## src/rtl/uart_rx.sv

```systemverilog
// UART receiver: synchronises RXD, finds the start edge, takes a 3-sample
// majority vote at mid-bit, deserialises LSB-first and checks the stop bits.
// A good frame updates DOUT with a one-cycle VLD; a bad stop bit gives a
// one-cycle FERR and leaves DOUT alone.
module uart_rx #(
   parameter int Bauds = 115200,
   parameter int Wdata = 8,
   parameter int Wstop = 1,
   parameter int Fclk  = 12000000
) (
   input  logic             CLK,
   input  logic             RST,
   input  logic             RXD,
   output logic [Wdata-1:0] DOUT,
   output logic             VLD,
   output logic             FERR,
   output logic             BUSY
);

   localparam int Nticks = Fclk / Bauds;
   localparam int Nhalf  = Nticks / 2;
   localparam int CntW   = $clog2(Nticks);
   localparam int IdxW   = $clog2(Wdata + Wstop + 1);

   typedef enum logic [1:0] {
      IDLE,
      START,
      DATA,
      STOP
   } state_t;

   state_t            state;
   logic [CntW-1:0]   cnt;
   logic [IdxW-1:0]   idx;
   logic [Wdata-1:0]  shreg;
   logic              stop_ok;
   logic              done;

   logic              s1;
   logic              s2;
   logic              h1;
   logic              h2;
   logic              m;
   logic              start_edge;

   // Two-flop synchroniser followed by a short history of the synchronised
   // line; everything resets to the idle-high level so reset never fakes an edge.
   always_ff @(posedge CLK or negedge RST) begin
      if (!RST) begin
         s1 <= 1'b1;
         s2 <= 1'b1;
         h1 <= 1'b1;
         h2 <= 1'b1;
      end else begin
         s1 <= RXD;
         s2 <= s1;
         h1 <= s2;
         h2 <= h1;
      end
   end

   // Majority of the three most recent samples, and a falling edge that needs
   // a 1 seen just before it so a held-low line cannot start a frame.
   assign m          = (s2 & h1) | (s2 & h2) | (h1 & h2);
   assign start_edge = ~s2 & h1;

   // Receive state machine with registered outputs; the frame result is
   // presented one cycle after the final stop sample, by which time the FSM
   // is already back in IDLE and watching for the next start edge.
   always_ff @(posedge CLK or negedge RST) begin
      if (!RST) begin
         state   <= IDLE;
         cnt     <= '0;
         idx     <= '0;
         shreg   <= '0;
         stop_ok <= 1'b1;
         done    <= 1'b0;
         DOUT    <= '0;
         VLD     <= 1'b0;
         FERR    <= 1'b0;
         BUSY    <= 1'b0;
      end else begin
         VLD  <= 1'b0;
         FERR <= 1'b0;
         done <= 1'b0;
         BUSY <= (state != IDLE);

         if (done) begin
            if (stop_ok) begin
               DOUT <= shreg;
               VLD  <= 1'b1;
            end else begin
               FERR <= 1'b1;
            end
         end

         case (state)
            IDLE: begin
               if (start_edge) begin
                  state <= START;
                  cnt   <= CntW'(Nhalf - 1);
               end
            end

            START: begin
               if (cnt == '0) begin
                  if (!m) begin
                     state <= DATA;
                     cnt   <= CntW'(Nticks - 1);
                     idx   <= '0;
                  end else begin
                     state <= IDLE;
                  end
               end else begin
                  cnt <= cnt - 1'b1;
               end
            end

            DATA: begin
               if (cnt == '0) begin
                  shreg <= {m, shreg[Wdata-1:1]};
                  cnt   <= CntW'(Nticks - 1);
                  if (idx == IdxW'(Wdata - 1)) begin
                     state   <= STOP;
                     idx     <= '0;
                     stop_ok <= 1'b1;
                  end else begin
                     idx <= idx + 1'b1;
                  end
               end else begin
                  cnt <= cnt - 1'b1;
               end
            end

            STOP: begin
               if (cnt == '0) begin
                  stop_ok <= stop_ok & m;
                  cnt     <= CntW'(Nticks - 1);
                  if (idx == IdxW'(Wstop - 1)) begin
                     state <= IDLE;
                     done  <= 1'b1;
                     idx   <= '0;
                  end else begin
                     idx <= idx + 1'b1;
                  end
               end else begin
                  cnt <= cnt - 1'b1;
               end
            end

            default: begin
               state <= IDLE;
            end
         endcase
      end
   end

endmodule

```

## config.mk

```make
export PLATFORM = sky130hd
export DESIGN_NAME = uart_rx
export DESIGN_NICKNAME = d
export VERILOG_FILES = /design/src/rtl/uart_rx.sv
export SDC_FILE = /design/constraint.sdc
export NUM_CORES = 1
export LEC_CHECK = 0
export ABC_AREA = 1
export CAP_MARGIN = 0
export CORE_UTILIZATION = 51
export DETAILED_ROUTE_END_ITERATION = 12
export PLACE_DENSITY = 0.71
export SYNTH_ARGS = -nofsm -noshare
export SYNTH_HDL_FRONTEND = slang
export SYNTH_SLANG_ARGS = --single-unit
```

## constraint.sdc

```tcl
create_clock -name CLK -period 1.31 [get_ports CLK]
set_input_delay 0.3275 -clock CLK [delete_from_list [all_inputs] [get_ports CLK]]
set_output_delay 0.3275 -clock CLK [all_outputs]
set_load 0.01 [all_outputs]
```

==> summary.md, run 1 <==
| Metric | Value |
|---|---|
| Root Driver | clkbuf_4 |
| Wirelength, routed | 3560 µm |
| Most used cell, CP | nand2_1 |
| Iteration-0 DRC Markers | 61 |
| Leakage power | 1.17 nW |
| Final Skew | 0.0150 ns |
| Setup crit start kind | flip-flop |
| Worst slew pin tran | 0.457 ns |
| Tcrit/Tclk final | 1.02 |
| Ant. Diodes | 0 |
| CP Class | flip-flop to flip-flop |
| Critical-path cell list | inv_1, ha_1, nand2_1, nand2_1, nand2_1, nor2_2, nand3_1, nand2_1, nand2_1 |
| Maximum root-to-sink buffer count | 2 |
| Hold Fails Final Rpt | 0 |
| Via-per-instance ratio | 4.91 |
| Top-level I/O count | 14 |
| Worst hold margin | 0.365 ns |
| Global-route wire length before repair | 5800 µm |
| Starting Density | 0.543 |
| Pwr Total | 4.26 mW |
| Routed WL per cell | about 12 µm |
| Worst Hold Endpoint | s2 |
| Core region area | 3390 µm² |
| Share of cells above drive strength 1 | 0.376 |
| Final setup viols | 7 |
| MaxCap Viol Count | 0 |
| 1st-pass router iterations | 4 |
| Die area | 3850 µm² |
| Worst reg-to-reg setup slack | -0.03 ns |
| Port buffer count | 13 |
| Slew Viols, Final | 0 |
| Critical Path RT | 1.57 ns |
| Final WS setup | -0.0327 ns |
| Post-DP HPWL | 2550 µm |
| H-tree depth | 2 |
| Delay-heaviest family, CP | simple AND/OR/NAND/NOR gates |
| Die extent in y | 62.1 µm |
| Crit path buffers/inverters | 1 |
| Reg clk slew, reported paths | 0.12 ns |
| Routability Congestion | 0.780 |
| Final Util | 0.692 |
| Hold Path Cell Cnt | 0 |
| Critical Path Stages | 9 |
| Hold WC Path Type | flip-flop to flip-flop |
| Mapped Nets | roughly 210 |
| NumNets Final | 251 |
| Slew HR | 0.694 |
| TritonCTS clock tree | yes |
| Worst-Skew Late Latency | 0.35 ns |
| Min Tclk post-route | 1.34 ns |
| Failing checks | setup timing |
| Power per Cell Area | 1820 nW/µm² |
| CP Max Fanout | 4 |
| Seq cells post-synth | 38 |
| Peak Freq | roughly 740 MHz |
| Critical path endpoint category | flip-flop |
| Grt ovf | 0 |
| Slowest cell on the critical path | dfrtp_1 |
| Sequential share of the synthesized area | 0.520 |
| Initial antenna violation count | 0 |
| Hold Crit Start | s1 |
| TritonCTS buffer count | 5 |
| Cell Rows | 21 |
| RSZ-0062 raised after global routing | yes |
| Clk sinks | 38 |
| Largest net degree at the start of global routing | 27 |
| Post-Synthesis Cells | 201 |
| Worst VDD drop | 1.12 mV |
| R2R cell count | 9 |
| Synth unique cells | 31 |
| Area Growth Syn to Fin | 27.5% |
| Status | complete, but fails checks |
| Final ANT Viol Nets | 0 |
| Worst EP arrival | around 1.6 ns |
| Aggregate global-route resource usage | 0.213 |
| Vias in the first global route | 1362 |
| Vias post-DR | 1428 |
| Crit-path max cell delay | 0.41 ns |
| Syn. warnings | 0 |
| Setup TNS Final | -0.135 ns |
| Die extent in x | 62.1 µm |
| Synthesized area per cell | around 9.2 µm² |
| Drc violations | 0 |
| Netlist Area Pre-Place | 1840 µm² |
| R2R Path Start | idx[0] |
-- worst max-delay path by stage --
| stage | from | to | slack [ns] |
|---|---|---|---|
| 6_report | idx[0] | flip-flop | -0.03 |
| 5_1_grt | cnt[0] | cnt[5] | -0.13 |
| 4_1_cts | cnt[0] | idx[2] | -0.03 |
| 3_5_place_dp | idx[0] | flip-flop | -0.09 |
| 3_3_place_gp | idx[0] | flip-flop | 0.01 |
| 2_1_floorplan | cnt[1] | shreg[6] | 0.03 |
-- through the flow --
| stage | std cells | setup slack, ns | area (µm²) |
|---|---|---|---|
| after floorplan | 201 | 0.0303 | 1860 |
| after global placement | 276 | 0.0118 | 2170 |
| after detailed placement | 276 | -0.0943 | 2170 |
| after CTS | 290 | -0.0309 | 2320 |
| after global routing | 291 | -0.132 | 2350 |
| final | 291 | -0.0327 | 2350 |
-- layer usage --
| layer | share of wire | routed length, µm | vias to the layer above | global-route usage |
|---|---|---|---|---|
| met4 | 0.033 | 118 | 0 | 0.130 |
| met5 | 0 | 0 | - | 0 |
| li1 | - | - | 727 | - |
| met2 | 0.46 | 1630 | 21 | 0.315 |
| met3 | 0.025 | 89 | 14 | 0.0538 |
| met1 | 0.48 | 1720 | 666 | 0.281 |
-- power by group --
| group | switching [mW] | leakage, nW | internal [mW] |
|---|---|---|---|
| Sequential | 0.196 | 0.488 | 1.40 |
| Combinational | 1.05 | 0.631 | 0.796 |
| Clock | 0.373 | 0.0455 | 0.456 |
| Total | 1.61 | 1.17 | 2.65 |
-- synthesized netlist by cell type, drive strengths merged --
master	count	area (µm²)
nand2	62	255
dfrtp	33	826
inv	24	90.1
o21ai	22	136
nand3	16	85.1
nor2	16	106
dfstp	5	131
ha	4	50.1
nor3	4	20.0
a21oi	3	22.5
buf	2	18.8
o21bai	2	26.3
xor2	2	17.5
and2	1	6.26
clkbuf	1	3.75
nand3b	1	7.51
nand4	1	21.3
o211a	1	10.0
or2	1	6.26
-- sequential cells by signal, indices dropped and copies added, names as in the netlist, named ones only --
name	cells
stop_ok	1
done	1
shreg	8
h1	1
idx	4
VLD	1
s1	1
DOUT	8
state	1
h2	1
FERR	1
BUSY	1
s2	1
cnt	7
-- cell type report --
class                      count  area [µm²]
sequential                    38         961
tap                           46        57.6
timing repair buffer          39         285
multi-input combinational    136         865
clock buffer                   7        55.1
fill                         275        1040
inverter                      24        92.6
clock inverter                 1        30.0
-- cells in the final DEF, fill, tap and decap left out, types with 5 or more instances in the layout --
cell       n
dfstp_2    5
nor2_1     5
o21ai_1    9
buf_2      5
buf_4     24
clkbuf_2   6
inv_1     19
dfrtp_1   30
clkbuf_4   5
o21ai_2    7
nand2_1   53
nor2_4     5
nand2_2    5
o21ai_0    6
nand3_1   14
nor2_2     5
-- worst register-to-register path: cells and delay by family, from the launching register on --
family / cells / cell delay (ns)
adders and majority gates: 1 / 0.14
DFF: 1 / 0.41
and+or+nand+nor: 7 / 0.62
buffers and inverters: 1 / 0.08
-- kinds of logic (layout without fill, tap and decap cells) --
group                      count (synthesis)  count (layout)  share of synthesized area
and+or+nand+nor                          102             102                      0.276
DFF                                       38              38                      0.520
xor gates and xnor gates                   2               2                    0.00952
adders and majority gates                  4               4                     0.0272
AOI/OAI and AO/OA                         28              28                      0.106
buffers and inverters                     27              71                     0.0612
-- what timing repair did --
item,CTS,global route
gates resized for setup,39,20
hold buffers,1,0
endpoints found under the hold margin,8,0
pin swaps,0,6
endpoints found under the setup margin,24,31
setup buffers,5,1
(Power assumes the default switching activity.)
==> inputs of run 2 (changes only) <==
Settings changed: CTS_CLUSTER_DIAMETER set to 200, PLACE_DENSITY 0.71 to 0.74.
==> summary.md, run 2 (synthesis gave the netlist of run 1 again) <==
| Metric | Value |
|---|---|
| Status | complete, but fails checks |
| Failing checks | setup timing |
| H-tree depth | 2 (unchanged) |
| Port buffer count | 13 (unchanged) |
| Worst-Skew Late Latency | 0.36 ns (about the same) |
| Most common cell after layout, fill and taps aside | nand2_1 |
| Share of cells above drive strength 1 | 0.502 (+0.126) |
| R2R cell count | 7 (-2) |
| Setup crit start kind | flip-flop |
| Worst Hold Endpoint | s1 |
| Iteration-0 DRC Markers | 43 (-30%) |
| Critical Path RT | 1.57 ns (about the same) |
| Final Util | 0.735 (+0.0428) |
| Final ANT Viol Nets | 0 (unchanged) |
| NumNets Final | 259 (+3.2%) |
| Multi-input logic area | 968 µm² (+12%) |
| R2R Path End | cnt[3] |
| Final std cells w/o fill | 299 (+2.7%) |
| Core region area | 3390 µm² (unchanged) |
| Min Tclk post-route | 1.44 ns (+0.0931 ns) |
| Reg clk slew, reported paths | 0.12 ns (about the same) |
| Worst reg-to-reg setup slack | -0.13 ns (-0.09 ns) |
| Die extent in x | 62.1 µm (unchanged) |
| Hold Path Cell Cnt | 1 (+1) |
| Worst EP arrival | 1.70 ns (+0.10 ns) |
| Register area | 960 µm² (-0.13%) |
| Final Skew | 0.0129 ns (-0.00217 ns) |
| Final WS setup | -0.126 ns (-0.0931 ns) |
| Critical-path cell list | inv_2, ha_4, nand2_2, nor2_8, nor2_1, nand3_1, nand2_1 |
| TritonCTS buffer count | 5 (unchanged) |
| Hold WC Path Type | input port to flip-flop |
| Crit path buffers/inverters | 1 (unchanged) |
| Delay-heaviest family, CP | simple AND/OR/NAND/NOR gates |
| Maximum root-to-sink buffer count | 2 (unchanged) |
| TritonCTS clock tree | yes |
| Die area | 3850 µm² (unchanged) |
| Slowest cell on the critical path | dfrtp_1 |
| Drc violations | 0 (unchanged) |
| Post-DP HPWL | 2520 µm (-1.4%) |
| 1st-pass router iterations | 4 (unchanged) |
| Inst Count DP | 275 (-0.36%) |
| MaxCap Viol Count | 0 (unchanged) |
| DR WL met3 | 180 µm (+100%) |
| Wirelength, routed | 4530 µm (+27%) |
| Fillcell total | 232 (-16%) |
| Largest net degree at the start of global routing | 23 (-15%) |
| Crit-path max cell delay | 0.42 ns (about the same) |
| Vias in the first global route | 1405 (+3.2%) |
| Top-level I/O count | 14 (unchanged) |
| Routed WL per cell | 15.2 µm (+24%) |
| Initial antenna violation count | 0 (unchanged) |
| Area Growth Syn to Fin | 35.4% |
| Worst VDD drop | 1.37 mV (+23%) |
| Starting Density | 0.543 (unchanged) |
| Die extent in y | 62.1 µm (unchanged) |
| Largest regs | DOUT (8), shreg (8), cnt (7) |
| Slew HR | 0.697 (+0.00255) |
| Worst slew pin tran | 0.453 ns (-0.00382 ns) |
| Aggregate global-route resource usage | 0.226 (+0.0131) |
| Cell Rows | 21 (unchanged) |
| Hold Fails Final Rpt | 0 (unchanged) |
| Grt ovf | 0 (unchanged) |
| Met1 WL | 1830 µm (+6.2%) |
| Setup TNS Final | -1.93 ns (-1.79 ns) |
| Slew Viols, Final | 0 (unchanged) |
| Clk sinks | 38 (unchanged) |
| Final setup viols | 22 (+15) |
| Root Driver | clkbuf_4 |
| Tcrit/Tclk final | 1.10 (+0.0710) |
| Global-route wire length before repair | 6040 µm (+4.2%) |
| Peak Freq | 696 MHz (-6.5%) |
| Leakage power | 1.21 nW (+3.8%) |
| Routability Congestion | 0.876 (+12%) |
| RSZ-0062 raised after global routing | yes |
| Via-per-instance ratio | 5.29 (+7.8%) |
| Vias post-DR | 1581 (+11%) |
| Worst slack at placement | -0.0797 ns (+0.0146 ns) |
| CP Class | flip-flop to flip-flop |
| Top sig layer | met4 |
| Power per Cell Area | 1810 nW/µm² (-0.33%) |
| Critical path endpoint category | flip-flop |
| Ant. Diodes | 0 (unchanged) |
| R2R Path Start | cnt[0] |
| Hold Crit Start | RXD |
| CP Max Fanout | 6 (+2) |
| Met2 WL post-DR | 2350 µm (+44%) |
| Pwr Total | 4.51 mW (+5.8%) |
| Most frequent cells in the layout | 42 x nand2_1, 31 x dfrtp_1, 29 x buf_4, 17 x inv_1, 16 x nand2_2 |
## run 2: changes by cell type in the layout (fill, tap and decap cells not counted), moves of 3 or more
cell | previous run | this run
nand3_2 | 1 | 5
buf_2 | 5 | 9
nand2_2 | 5 | 16
clkbuf_2 | 6 | 3
o21ai_1 | 9 | 4
nand3_1 | 14 | 10
buf_4 | 24 | 29
o21ai_2 | 7 | 11
nand2_1 | 53 | 42
## run 2: report_power, final
part           switching, mW  internal [mW]  leakage, nW
clock                  0.411          0.258       0.0343
sequential             0.208           1.39        0.490
combinational           1.27          0.971        0.686
total                   1.89           2.62         1.21
## run 2: layout make-up
class / count / share of cell area
multi-input cells: 137 / 0.389
flip-flops and latches: 38 / 0.385
repair buffers: 46 / 0.140
inverters: 24 / 0.0372
well taps: 46 / 0.0231
clock buffers: 6 / 0.0206
clock inverters: 2 / 0.00502
## run 2: how the worst max path moves through the flow
stage,startpoint,end,depth (start not counted)
finish,cnt[0],cnt[3],7
global placement,idx[0],flip-flop,9
CTS,cnt[0],flip-flop,7
global route,cnt[0],cnt[3],7
floorplan,cnt[1],shreg[6],8
detailed placement,idx[0],flip-flop,8
## run 2: repair_timing
item | in CTS | in global routing
gates cloned | 0 | 1
buffers inserted | 6 | 8
pin swaps | 7 | 20
endpoints found under the hold margin | 11 | 0
resized for setup | 50 | 41
endpoints found under the setup margin | 25 | 31
hold buffers | 1 | 0
## run 2: metrics by stage
step	area, µm²	hold WS, ns
floorplan	1860	0.0319
global placement	2160	0.279
detailed placement	2160	0.284
CTS	2330	0.360
global route	2490	0.369
finish	2490	0.363
## run 2: metal layers
layer	up-vias	global-route usage
met5	-	0
met4	0	0.105
met3	19	0.0600
met2	45	0.389
met1	776	0.262
li1	741	-
